File: src/rtl/phys_frame_sequencer_pkg.sv
// rtl/phys_frame_sequencer_pkg.sv - shared types and constants for the physics frame sequencer
// Package phys_pkg: fixed-point widths, FSM state encoding, hit_dir bit positions,
// default per-contact force magnitude. No ports.
package phys_pkg;

   localparam int FIX_W  = 17;
   localparam int FRAC_W = 6;

   // 0.5 px/frame in 10.6 signed fixed point
   localparam logic [FIX_W-1:0] FORCE_MAG_DEF = 17'd32;

   // Bit positions inside each pig's hit_dir nibble {h_band, v_band, right_of_centre, below_centre}
   localparam int DIR_BELOW = 0;
   localparam int DIR_RIGHT = 1;
   localparam int DIR_VBAND = 2;
   localparam int DIR_HBAND = 3;

   typedef enum logic [2:0] {
      ST_IDLE,
      ST_PH1,
      ST_WAIT1,
      ST_PH2,
      ST_WAIT2,
      ST_PH3
   } state_t;

endpackage

File: src/rtl/phys_frame_sequencer_pig_contact_latch.sv
// rtl/phys_frame_sequencer_pig_contact_latch.sv - per-pig sticky contact flags and force latch
// Ports:
//   clk, rst          clock, synchronous active-high reset
//   hit, dir          current pixel overlaps this pig; direction nibble
//   clear             restart flag accumulation (current hit still lands in new flags)
//   latch             capture force pair from the flags as they were before this edge
//   zero              return both forces to 0
//   force_x, force_y  signed 17-bit force pair
module pig_contact_latch
   import phys_pkg::*;
#(
   parameter logic [FIX_W-1:0] FORCE_MAG = FORCE_MAG_DEF
)
(
   input  logic             clk,
   input  logic             rst,
   input  logic             hit,
   input  logic [3:0]       dir,
   input  logic             clear,
   input  logic             latch,
   input  logic             zero,
   output logic [FIX_W-1:0] force_x,
   output logic [FIX_W-1:0] force_y
);

   logic flag_l, flag_r, flag_t, flag_b;
   logic hit_l, hit_r, hit_t, hit_b;
   logic [FIX_W-1:0] x_pos, x_neg, y_pos, y_neg;

   assign hit_l = hit & dir[DIR_VBAND] & ~dir[DIR_RIGHT];
   assign hit_r = hit & dir[DIR_VBAND] &  dir[DIR_RIGHT];
   assign hit_t = hit & dir[DIR_HBAND] & ~dir[DIR_BELOW];
   assign hit_b = hit & dir[DIR_HBAND] &  dir[DIR_BELOW];

   // Opposing contacts subtract to zero; 2*FORCE_MAG never needs saturation
   assign x_pos = flag_l ? FORCE_MAG : '0;
   assign x_neg = flag_r ? FORCE_MAG : '0;
   assign y_pos = flag_t ? FORCE_MAG : '0;
   assign y_neg = flag_b ? FORCE_MAG : '0;

   always_ff @(posedge clk) begin
      if (rst) begin
         flag_l <= 1'b0;
         flag_r <= 1'b0;
         flag_t <= 1'b0;
         flag_b <= 1'b0;
      end else if (clear) begin
         flag_l <= hit_l;
         flag_r <= hit_r;
         flag_t <= hit_t;
         flag_b <= hit_b;
      end else begin
         flag_l <= flag_l | hit_l;
         flag_r <= flag_r | hit_r;
         flag_t <= flag_t | hit_t;
         flag_b <= flag_b | hit_b;
      end
   end

   always_ff @(posedge clk) begin
      if (rst || zero) begin
         force_x <= '0;
         force_y <= '0;
      end else if (latch) begin
         force_x <= x_pos - x_neg;
         force_y <= y_pos - y_neg;
      end
   end

endmodule

File: src/rtl/phys_frame_sequencer.sv
// rtl/phys_frame_sequencer.sv - once-per-frame three-phase physics update scheduler
// Optional feature macro: PHYS_SINGLE_STEP_EN (adds the step input).
// Ports:
//   clk, rst                  clock, synchronous active-high reset
//   vga_vsync                 raw active-low VGA vsync
//   pause                     suppresses physics sequences
//   step                      (PHYS_SINGLE_STEP_EN only) single sequence while paused
//   hit, hit_dir              per-pixel bird/pig overlap and direction nibbles
//   vsync, vsync2, vsync3     single-cycle phase strobes
//   pig_force_x, pig_force_y  per-pig 17-bit signed forces
//   busy                      high from the frame edge through the vsync3 cycle
//   frame_cnt                 completed update sequences, wraps
module phys_frame_sequencer
   import phys_pkg::*;
#(
   parameter int               NUM_PIGS  = 4,
   parameter int               GAP       = 4,
   parameter logic [FIX_W-1:0] FORCE_MAG = FORCE_MAG_DEF
)
(
   input  logic                      clk,
   input  logic                      rst,
   input  logic                      vga_vsync,
   input  logic                      pause,
`ifdef PHYS_SINGLE_STEP_EN
   input  logic                      step,
`endif
   input  logic [NUM_PIGS-1:0]       hit,
   input  logic [4*NUM_PIGS-1:0]     hit_dir,
   output logic                      vsync,
   output logic                      vsync2,
   output logic                      vsync3,
   output logic [FIX_W*NUM_PIGS-1:0] pig_force_x,
   output logic [FIX_W*NUM_PIGS-1:0] pig_force_y,
   output logic                      busy,
   output logic [15:0]               frame_cnt
);

   // Wait states last GAP-1 cycles; the counter runs 0..GAP-2
   localparam int WAIT_LAST = (GAP > 1) ? GAP - 2 : 0;
   localparam int CW        = (GAP > 2) ? $clog2(GAP - 1) : 1;

   state_t          state_q, state_d;
   logic            vsync_q;
   logic            frame_edge;
   logic            start;
   logic            clear;
   logic            zero;
   logic [CW-1:0]   wait_cnt;
   logic            wait_done;

   assign frame_edge = ~vga_vsync & vsync_q;
   assign wait_done  = (wait_cnt == CW'(WAIT_LAST));
   assign zero       = (state_q == ST_PH3);

`ifdef PHYS_SINGLE_STEP_EN
   assign start = (state_q == ST_IDLE) & ((frame_edge & ~pause) | (step & pause));
`else
   assign start = (state_q == ST_IDLE) & frame_edge & ~pause;
`endif

   // Flags restart on every IDLE edge, paused or not; edges during a sequence leave them alone
   assign clear = (state_q == ST_IDLE) & (frame_edge | start);

   always_comb begin
      state_d = state_q;
      case (state_q)
         ST_IDLE:  if (start) state_d = ST_PH1;
         ST_PH1:   state_d = (GAP > 1) ? ST_WAIT1 : ST_PH2;
         ST_WAIT1: if (wait_done) state_d = ST_PH2;
         ST_PH2:   state_d = (GAP > 1) ? ST_WAIT2 : ST_PH3;
         ST_WAIT2: if (wait_done) state_d = ST_PH3;
         ST_PH3:   state_d = ST_IDLE;
         default:  state_d = ST_IDLE;
      endcase
   end

   // Strobes and busy are registered from the next state so they line up with the state itself
   always_ff @(posedge clk) begin
      if (rst) begin
         state_q   <= ST_IDLE;
         vsync_q   <= 1'b1;
         wait_cnt  <= '0;
         vsync     <= 1'b0;
         vsync2    <= 1'b0;
         vsync3    <= 1'b0;
         busy      <= 1'b0;
         frame_cnt <= '0;
      end else begin
         state_q <= state_d;
         vsync_q <= vga_vsync;
         if (state_q == ST_WAIT1 || state_q == ST_WAIT2)
            wait_cnt <= wait_done ? '0 : wait_cnt + CW'(1);
         else
            wait_cnt <= '0;
         vsync  <= (state_d == ST_PH1);
         vsync2 <= (state_d == ST_PH2);
         vsync3 <= (state_d == ST_PH3);
         busy   <= (state_d != ST_IDLE);
         if (state_q == ST_PH3)
            frame_cnt <= frame_cnt + 16'd1;
      end
   end

   for (genvar i = 0; i < NUM_PIGS; i++) begin : g_pig
      pig_contact_latch #(
         .FORCE_MAG (FORCE_MAG)
      ) u_latch (
         .clk     (clk),
         .rst     (rst),
         .hit     (hit[i]),
         .dir     (hit_dir[4*i +: 4]),
         .clear   (clear),
         .latch   (start),
         .zero    (zero),
         .force_x (pig_force_x[FIX_W*i +: FIX_W]),
         .force_y (pig_force_y[FIX_W*i +: FIX_W])
      );
   end

endmodule

File: config.mk
export PLATFORM = sky130hd
export DESIGN_NAME = phys_frame_sequencer
export DESIGN_NICKNAME = d
export VERILOG_FILES = /design/src/rtl/phys_frame_sequencer_pkg.sv /design/src/rtl/phys_frame_sequencer_pig_contact_latch.sv /design/src/rtl/phys_frame_sequencer.sv
export SDC_FILE = /design/constraint.sdc
export NUM_CORES = 1
export LEC_CHECK = 0
export BUFFER_PORTS_ARGS = -buffer_cell sky130_fd_sc_hd__clkbuf_2
export CAP_MARGIN = 20
export CORE_ASPECT_RATIO = 1.1
export CORE_MARGIN = 10
export CORE_UTILIZATION = 36
export CTS_CLUSTER_DIAMETER = 30
export CTS_CLUSTER_SIZE = 30
export DETAILED_ROUTE_END_ITERATION = 8
export GPL_TIMING_DRIVEN = 0
export PLACE_DENSITY = 0.64
export SETUP_SLACK_MARGIN = 0.1
export SLEW_MARGIN = 20
export SYNTH_ARGS = -nofsm -noshare
export SYNTH_HDL_FRONTEND = slang
export SYNTH_HIERARCHICAL = 1
export SYNTH_SLANG_ARGS = --single-unit
File: constraint.sdc
create_clock -name clk -period 2.13 [get_ports clk]
set_input_delay 0.1065 -clock clk [delete_from_list [all_inputs] [get_ports clk]]
set_output_delay 0.1065 -clock clk [all_outputs]
set_load 0.01 [all_outputs]
-- After elaboration in Yosys (flattened, before gate mapping)
Index checks and enable logic that the tools add are counted.
- register bits: 178
- input bits: 24
- output and inout port bits: 156
- muxes and demuxes: 36
- reductions and logical operators: 5
- bitwise gates (word level): 56
- eq/ne operators: 9
- add/sub/neg operators: 10
- operators by type and width (cell ; count):
    $sub A17 B17 Y17 ; 8
    $mux W6 ; 16
    $and A1 B1 Y1 ; 28
    $or A1 B1 Y1 ; 17
    $add A16 B1 Y16 const B ; 1
    $mux W1 ; 16
    $pmux W3 S5 ; 1
    $not A1 Y1 ; 11
    $eq A3 B2 Y1 const B ; 3
    $eq A3 B3 Y1 const B ; 3
    $mux W3 ; 3
    $eq A3 B1 Y1 const B ; 2
    $logic_not A3 Y1 ; 1
    $reduce_bool A3 Y1 ; 1
    $reduce_or A3 Y1 ; 1
    $add A2 B1 Y2 const B ; 1
    $eq A2 B2 Y1 const B ; 1
    $logic_or A1 B1 Y1 ; 2

-- Depth between registers and ports, before layout
Gate-level depths: netlist (run 1).
- word-level depth: 7
- mapped depth: 6
- depth with buffers taken out: 5

-- Modules after synthesis
Netlist (run 1), hierarchy kept.
- modules (own cells, without submodules) (module ; area an instance (sq um) ; cells each ; instances):
    pig_contact_latch ; 599.3 ; 64 ; 4
    phys_frame_sequencer ; 1133.6 ; 122 ; 1

-- Worst setup path after synthesis (run 1)
Ideal clock, no wire load.
- kind: register to register
- start point: reg state_q[0]
- end point: reg g_pig[0].u_latch.force_x[5]
- library setup time: 100 ps
- slack: 524 ps
- cell stages (with the launch flop): 7
- arrival time: 1506 ps
- path buffers: 2
- cells stage by stage: dfxtp_1 > buf_4 > nor2_1 > and4b_1 > buf_6 > nor2_4 > a2111oi_4
- word-level cells in the longest chain between the ends: 3
- elaborated cells between the ends (all ways): 5
- those cells by class: 1 x eq/ne; 2 x bitwise; 2 x reduce/logical
- RTL lines (element ; line ; RTL):
    start: declaration ; phys_frame_sequencer.sv:43 ; state_t state_q, state_d;
    start signal: assignment ; phys_frame_sequencer.sv:90 ; state_q <= state_d;
    $logic_not A3 Y1 ; phys_frame_sequencer.sv:59 ; assign start = (state_q == ST_IDLE) & frame_edge & ~pause;
    $and A1 B1 Y1 (2 in a row) ; phys_frame_sequencer.sv:59 ;
    net start ; phys_frame_sequencer.sv:46 ; logic start;
    end signal: assignment ; phys_frame_sequencer_pig_contact_latch.sv:65 ; force_x <= x_pos - x_neg;
    end: declaration ; phys_frame_sequencer_pig_contact_latch.sv:22 ; output logic [FIX_W-1:0] force_x,
The timed path passes the listed nets, and every way through them passes these cells.
A chain may end at the register's enable or synchronous reset.

-- Final worst setup path (run 1)
- start point: reg state_q[0]
- end point: reg g_pig[3].u_latch.force_x[5]
- word-level cells in the longest chain between the ends: 3
- elaborated cells between the ends (all ways): 5
- those cells by class: 1 x eq/ne; 2 x bitwise; 2 x reduce/logical
- RTL lines (element ; line):
    $logic_not A3 Y1 ; phys_frame_sequencer.sv:59
    $and A1 B1 Y1 (2 in a row) ; phys_frame_sequencer.sv:59
    net start ; phys_frame_sequencer.sv:46
    end signal: assignment ; phys_frame_sequencer_pig_contact_latch.sv:65
    end: declaration ; phys_frame_sequencer_pig_contact_latch.sv:22
The timed path passes the listed nets, and every way through them passes these cells.

==> results of run 1 <==
==> power by group through the flow <==
stage | clock network [W] | registers, W | logic (W)
floorplan | 0 | 0.00117 | 0.000278
global placement | 0 | 0.00116 | 0.000371
detailed placement | 0 | 0.00117 | 0.000377
CTS | 0.00124 | 0.00114 | 0.000383
global route | 0.00128 | 0.00115 | 0.000427
finish | 0.00120 | 0.00114 | 0.000385
==> synthesized netlist by cell type (2+ instances only) <==
master     count  share of area, %
a2111oi_2      4               1.7
ha_1          10               3.5
inv_1         10               1.1
xnor2_1        8               2.0
nor3_1        13               1.8
or3_1          2              0.35
o32ai_1        4              0.99
nand3b_1       2              0.43
nor2b_1        2              0.35
xor2_1         6               1.5
nand3_1        7              0.99
o2bb2ai_1      4              0.99
and4_4         2              0.64
or2_1          4              0.71
a32o_1         4               1.1
and3_1         4              0.71
a21oi_1       10               1.4
mux2i_1        8               2.3
buf_4        122                26
clkbuf_1       3              0.32
nand4_1        4              0.71
nor2_4         4               1.3
buf_6          8               2.6
a2111oi_4      4               3.1
nand2b_1       9               1.6
nand2_1       13               1.4
conb_1         4              0.43
and2_1         2              0.35
dfxtp_1       58                33
nor2_1        29               3.1
o21ai_0        3              0.43
==> flip-flops by register name, indices dropped and copies added (netlist names), 2 cells and up <==
register               flops
g_pig.u_latch/flag_t       4
state_q                    3
wait_cnt                   2
frame_cnt                 16
g_pig.u_latch/flag_l       4
g_pig.u_latch/force_y      8
g_pig.u_latch/force_x      8
g_pig.u_latch/flag_b       4
g_pig.u_latch/flag_r       4
==> critical path, cell delays in order, from the launching register on <==
cell,delay [ns]
dfxtp_1,0.30
buf_4,0.16
nor2_1,0.22
and4b_2,0.44
buf_6,0.19
nor2_4,0.05
a2111oi_4,0.30
==> cell type report <==
| class | instances | area [um2] | share of cell area (%) |
|---|---|---|---|
| Timing Repair Buffer | 140 | 710.7 | 14.94 |
| Multi-Input combinational cell | 212 | 1443 | 30.33 |
| Buffer | 133 | 1017 | 21.38 |
| Tap cell | 117 | 146.4 | 3.077 |
| Clock buffer | 10 | 127.6 | 2.683 |
| Inverter | 11 | 46.29 | 0.9732 |
| Sequential cell | 58 | 1161 | 24.41 |
| Clock inverter | 6 | 105.1 | 2.209 |
==> per-layer routing <==
metal / part of all wire [%] / routed length, um / global-route usage (%)
met4: 0.37 / 33 / 2.821
met5: 0 / 0 / 0
met1: 38 / 3344 / 12.32
met2: 52 / 4620 / 21.95
met3: 9.4 / 833 / 4.906
==> what timing repair did <==
| action | CTS | global route |
|---|---|---|
| resized for setup | 0 | 1 |
| buffers inserted | 0 | 0 |
| hold buffers | 2 | 0 |
| endpoints found under the hold margin | 21 | 0 |
| setup endpoints to repair | 0 | 5 |
==> how the worst max path moves through the flow <==
stage	to	slack (ns)
global route	g_pig[3].u_latch/force_x[5]	0.20
CTS	g_pig[3].u_latch/force_x[5]	0.22
detailed placement	g_pig[3].u_latch/force_x[5]	0.24
finish	g_pig[3].u_latch/force_x[5]	0.38
floorplan	g_pig[0].u_latch/force_x[5]	0.52
global placement	g_pig[2].u_latch/force_x[5]	0.30
==> through the flow <==
stage	instance area, um2	utilization, %	power [W]	std cells	worst slack [ns]
finish	4757	50.13	0.002728	687	0.3798
global route	4757	50.13	0.002856	687	0.1998
CTS	4756	50.11	0.002767	687	0.2226
detailed placement	4503	47.45	0.001543	669	0.2376
global placement	4503	47.45	0.001535	669	0.3002
floorplan	3666	-	0.001447	414	0.5240
==> cells by family (layout without fill, tap and decap cells) <==
group | count (synthesis) | in the layout | share of synthesized area [%]
compound gates | 35 | 35 | 10.28
xor+xnor | 14 | 14 | 3.473
fa+ha+maj | 10 | 10 | 3.544
buf+inv | 144 | 300 | 30.12
flops | 58 | 58 | 32.88
mux | 8 | 8 | 2.268
other cells | 4 | 40 | 0.4251
simple gates | 105 | 105 | 17.01
==> results.cfg, run 1 <==
[worst_setup_path]
crit_path_start = state_q[0]
start_kind = register
worst-path-max-fanout = 7
critPathKind = reg2reg
rr_startpoint = state_q[0]
endpoint_kind = register
cp.arrival_ns = 1.98
reg2reg_slack_ns = 0.38
r2r_end = g_pig[3].u_latch/force_x[5]
cp.required_ns = 2.36
reg2reg_depth = 6

[cells_and_area]
layout-drive-gt1-share_pct = 53.51
final_nets = 599
final_common_cell = clkbuf_2
mostFrequentLayoutCells = 138 x clkbuf_2, 122 x buf_4, 58 x dfxtp_1, 40 x conb_1, 29 x nor2_1
diodes = 0
fillers = 923
area_growth_syn_to_layout_pct = 34.73

[pwr]
power-per-cell-area_nw_per_um2 = 573.4
clockPowerShare_pct = 44.0
power_frac_comb_pct = 14.1
p_leak_nw = 2.500
swShare_pct = 23.70
p_int_w = 0.002081
power.switching_w = 0.0006465
ir_drop_uv = 331.3
p_seq_share_pct = 41.8

[clock_tree]
cts_root_buffer = clkbuf_8
numCtsBuffers = 9
cts_tree = built
cts_sinks = 58
clockBufferDepth = 2
cts.clk_slew.worst_paths_ns = 0.07
clkLatencyLatePin_ns = 0.32
h-tree-depth = 3

[floorplan]
die_area_um2 = 14170
die_h_um = 123.9
die-width_um = 114.4
rows = 37
start_util_pct = 37.21
num_io_pins = 180
coreArea_um2 = 9490

[global_routing]
gr-total-overflow = 0
grt_max_degree = 25
track_usage_pct = 11.94
grt_pass1_vias = 2856
grt_pass1_wl_um = 14010
grt_antenna_before_repair = 0

[detailed_routing]
wl_per_cell_um = 12.85
drtIter0Drc = 77
vias = 2851
viasPerCell = 4.150
route.detailed.drc = 0
ant_nets = 0
drt-pass1-iter-count = 4
wl_um = 8831

[logic_synthesis]
ys_ff_latch = 58
yosys_most_used_dff = dfxtp_1
synth_edf_count = 0
async_flop_share_pct = 0
synth.cell_area_um2 = 3531
synth_cells = 378
syn_area_per_cell_um2 = 9.341
synth.distinct_cells = 42
synth_warnings = 6
seq_area_frac_synth_pct = 32.88

[status]
status = complete, no violations

[sta]
fin_setup_tns_ns = 0
fmax_mhz = 571.4
hold_viol_final = 0
tightest_slew_ns = 0.5098
rsz0062_at_grt = no
fin_hold_ws_ns = 0.02719
relSlewSlack_pct = 66.01
period_share_pct = 82.17
drv_slew = 0
finalSetupViolCount = 0
timing.final.crit_period_ns = 1.750
finClkSkew_ns = 0.004600

[min_path]
hp-start = hit_dir[13]
min_path_type = in2reg
hold_depth = 3
min_to = g_pig[3].u_latch/flag_r

[placed_design]
port_buffers = 138
place_congestion = 0.7139
dp.final_hpwl_um = 7197

[job]
drv_cap = 0
Note: power is estimated with default switching activity, not from simulation.
==> run 2: changes to the inputs <==
- clock period: 2.13 -> 1.8 ns (I/O delays scaled with it)
==> run 2 against run 1 <==
  * Total power increased by 19%
  * Wire length rose by 0.28%
  * Sequential share of layout area is 0.34 points lower
  * Flip-flop and latch count unchanged
  * Cell count grew 0.58%
==> results.cfg, run 2 (synthesis gave the netlist of run 1 again) <==
[cells_and_area]
top_register = frame_cnt
final_common_cell = clkbuf_2
final_nets = 603
fillers = 912
mostFrequentLayoutCells = 138 x clkbuf_2, 122 x buf_4, 58 x dfxtp_1, 40 x conb_1, 28 x nor2_1
largest_reg_flops = 16
multi_input_area_um2 = 1463
reg_top3 = frame_cnt: 16 flops, g_pig.u_latch/force_x: 8 flops, g_pig.u_latch/force_y: 8 flops
stdcell_count = 691
layout-drive-gt1-share_pct = 53.48
regArea_um2 = 1161
diodes = 0
post-route-util_pct = 50.84
area_growth_syn_to_layout_pct = 36.64

[global_routing]
grt_antenna_before_repair = 0
track_usage_pct = 11.99
grt_pass1_vias = 2879
gr-total-overflow = 0
grt_max_degree = 25
grt_pass1_wl_um = 14090

[floorplan]
die-width_um = 114.4
num_io_pins = 180
die_h_um = 123.9
start_util_pct = 37.21
coreArea_um2 = 9490
rows = 37
die_area_um2 = 14170

[detailed_routing]
vias = 2864
wirelength_met1_um = 3350
wl_um = 8856
met2_length_um = 4611
top_layer = met4
wl_per_cell_um = 12.82
dr_wl_met3_um = 861
route.detailed.drc = 0
drtIter0Drc = 79
viasPerCell = 4.145
ant_nets = 0
drt-pass1-iter-count = 4

[worst_setup_path]
critPathKind = reg2reg
endpoint_kind = register
rr_startpoint = frame_cnt[0]
cp.required_ns = 1.99
r2r_end = frame_cnt[12]
worst-path-max-fanout = 6
reg2reg_depth = 5
cp.arrival_ns = 1.79
reg2reg_slack_ns = 0.20
start_kind = register

[pwr]
clockPowerShare_pct = 43.9
p_total_w = 0.003240
power-per-cell-area_nw_per_um2 = 671.5
p_int_w = 0.002471
power.switching_w = 0.0007688
swShare_pct = 23.73
p_seq_share_pct = 41.7
power_frac_comb_pct = 14.4
ir_drop_uv = 392.2
p_leak_nw = 2.539

[clock_tree]
cts_root_buffer = clkbuf_8
clockBufferDepth = 2
cts_sinks = 58
post_cts_buffers = 0
cts_tree = built
clkLatencyLatePin_ns = 0.32
h-tree-depth = 3
cts.clk_slew.worst_paths_ns = 0.07
numCtsBuffers = 9

[sta]
tightest_slew_ns = 0.5222
finalSetupViolCount = 0
rsz0062_at_grt = yes
timing.final.crit_period_ns = 1.596
hold_viol_final = 0
fmax_mhz = 626.4
drv_slew = 0
relSlewSlack_pct = 65.19
finClkSkew_ns = 0.005174
fin_hold_ws_ns = 0.02537
period_share_pct = 88.69

[min_path]
hp-start = hit_dir[11]
hold_depth = 3
min_to = g_pig[2].u_latch/flag_b
min_path_type = in2reg

[status]
status = complete, no violations

[job]
drv_cap = 0

[placed_design]
port_buffers = 138
dp.final_hpwl_um = 7197
dp.cells = 669
place_congestion = 0.7139
run 2: changes by cell type in the layout (fill, tap and decap cells not counted), sizes merged:
| cell | delta |
|---|---|
| clkinv | +1 |
| inv | -1 |
| dlygate4sd3 | +4 |
run 2: stage by stage:
step | setup WS (ns) | setup TNS (ns) | area (um2)
2_1_floorplan | 0.1940 | 0 | 3666
3_3_place_gp | -0.02984 | -0.1144 | 4503
3_5_place_dp | -0.09238 | -0.4779 | 4503
4_1_cts | 0.1309 | 0 | 4802
5_1_grt | 0.08650 | 0 | 4825
6_report | 0.2035 | 0 | 4825
run 2: what timing repair did:
item	CTS	global route
endpoints found under the setup margin	16	15
cloned	0	0
pin swaps	1	1
hold buffers	6	0
gates resized for setup	3	5
hold endpoints to repair	24	0
run 2: worst max path at each step:
stage	end	from
floorplan	g_pig[0].u_latch/force_x[5]	state_q[0]
global placement	g_pig[2].u_latch/force_x[5]	state_q[0]
detailed placement	g_pig[3].u_latch/force_x[5]	state_q[0]
CTS	frame_cnt[14]	frame_cnt[0]
global route	frame_cnt[12]	frame_cnt[0]
finish	frame_cnt[12]	frame_cnt[0]
run 2: metal layers:
metal	vias to the layer above	global-route usage [%]
met5	-	0
met4	0	2.821
met3	5	5.051
met2	89	21.99
met1	1285	12.35
li1	1485	-
run 2: final cells by class:
| class | count | share of cell area, % |
|---|---|---|
| buffer | 133 | 21.08 |
| clock buffer | 10 | 2.645 |
| clock inverter | 6 | 2.178 |
| inverter | 11 | 1.115 |
| multi-input combinational | 212 | 30.32 |
| sequential | 58 | 24.07 |
| tap | 117 | 3.034 |
| timing repair buffer | 144 | 15.56 |
run 2: worst max-delay path: stages, from the launching register on:
cell and delay [ns]:
dfxtp_1 0.42, ha_1 0.20, nand3_1 0.24, nor4_1 0.40, xnor2_1 0.16, nor2_1 0.06
run 2: power groups by stage:
| stage | registers, W | clock network, W | logic (W) |
|---|---|---|---|
| global placement | 0.00138 | 0 | 0.000439 |
| floorplan | 0.00138 | 0 | 0.000328 |
| finish | 0.00135 | 0.00142 | 0.000467 |
| CTS | 0.00135 | 0.00147 | 0.000464 |
| global route | 0.00136 | 0.00152 | 0.000516 |
| detailed placement | 0.00138 | 0 | 0.000446 |
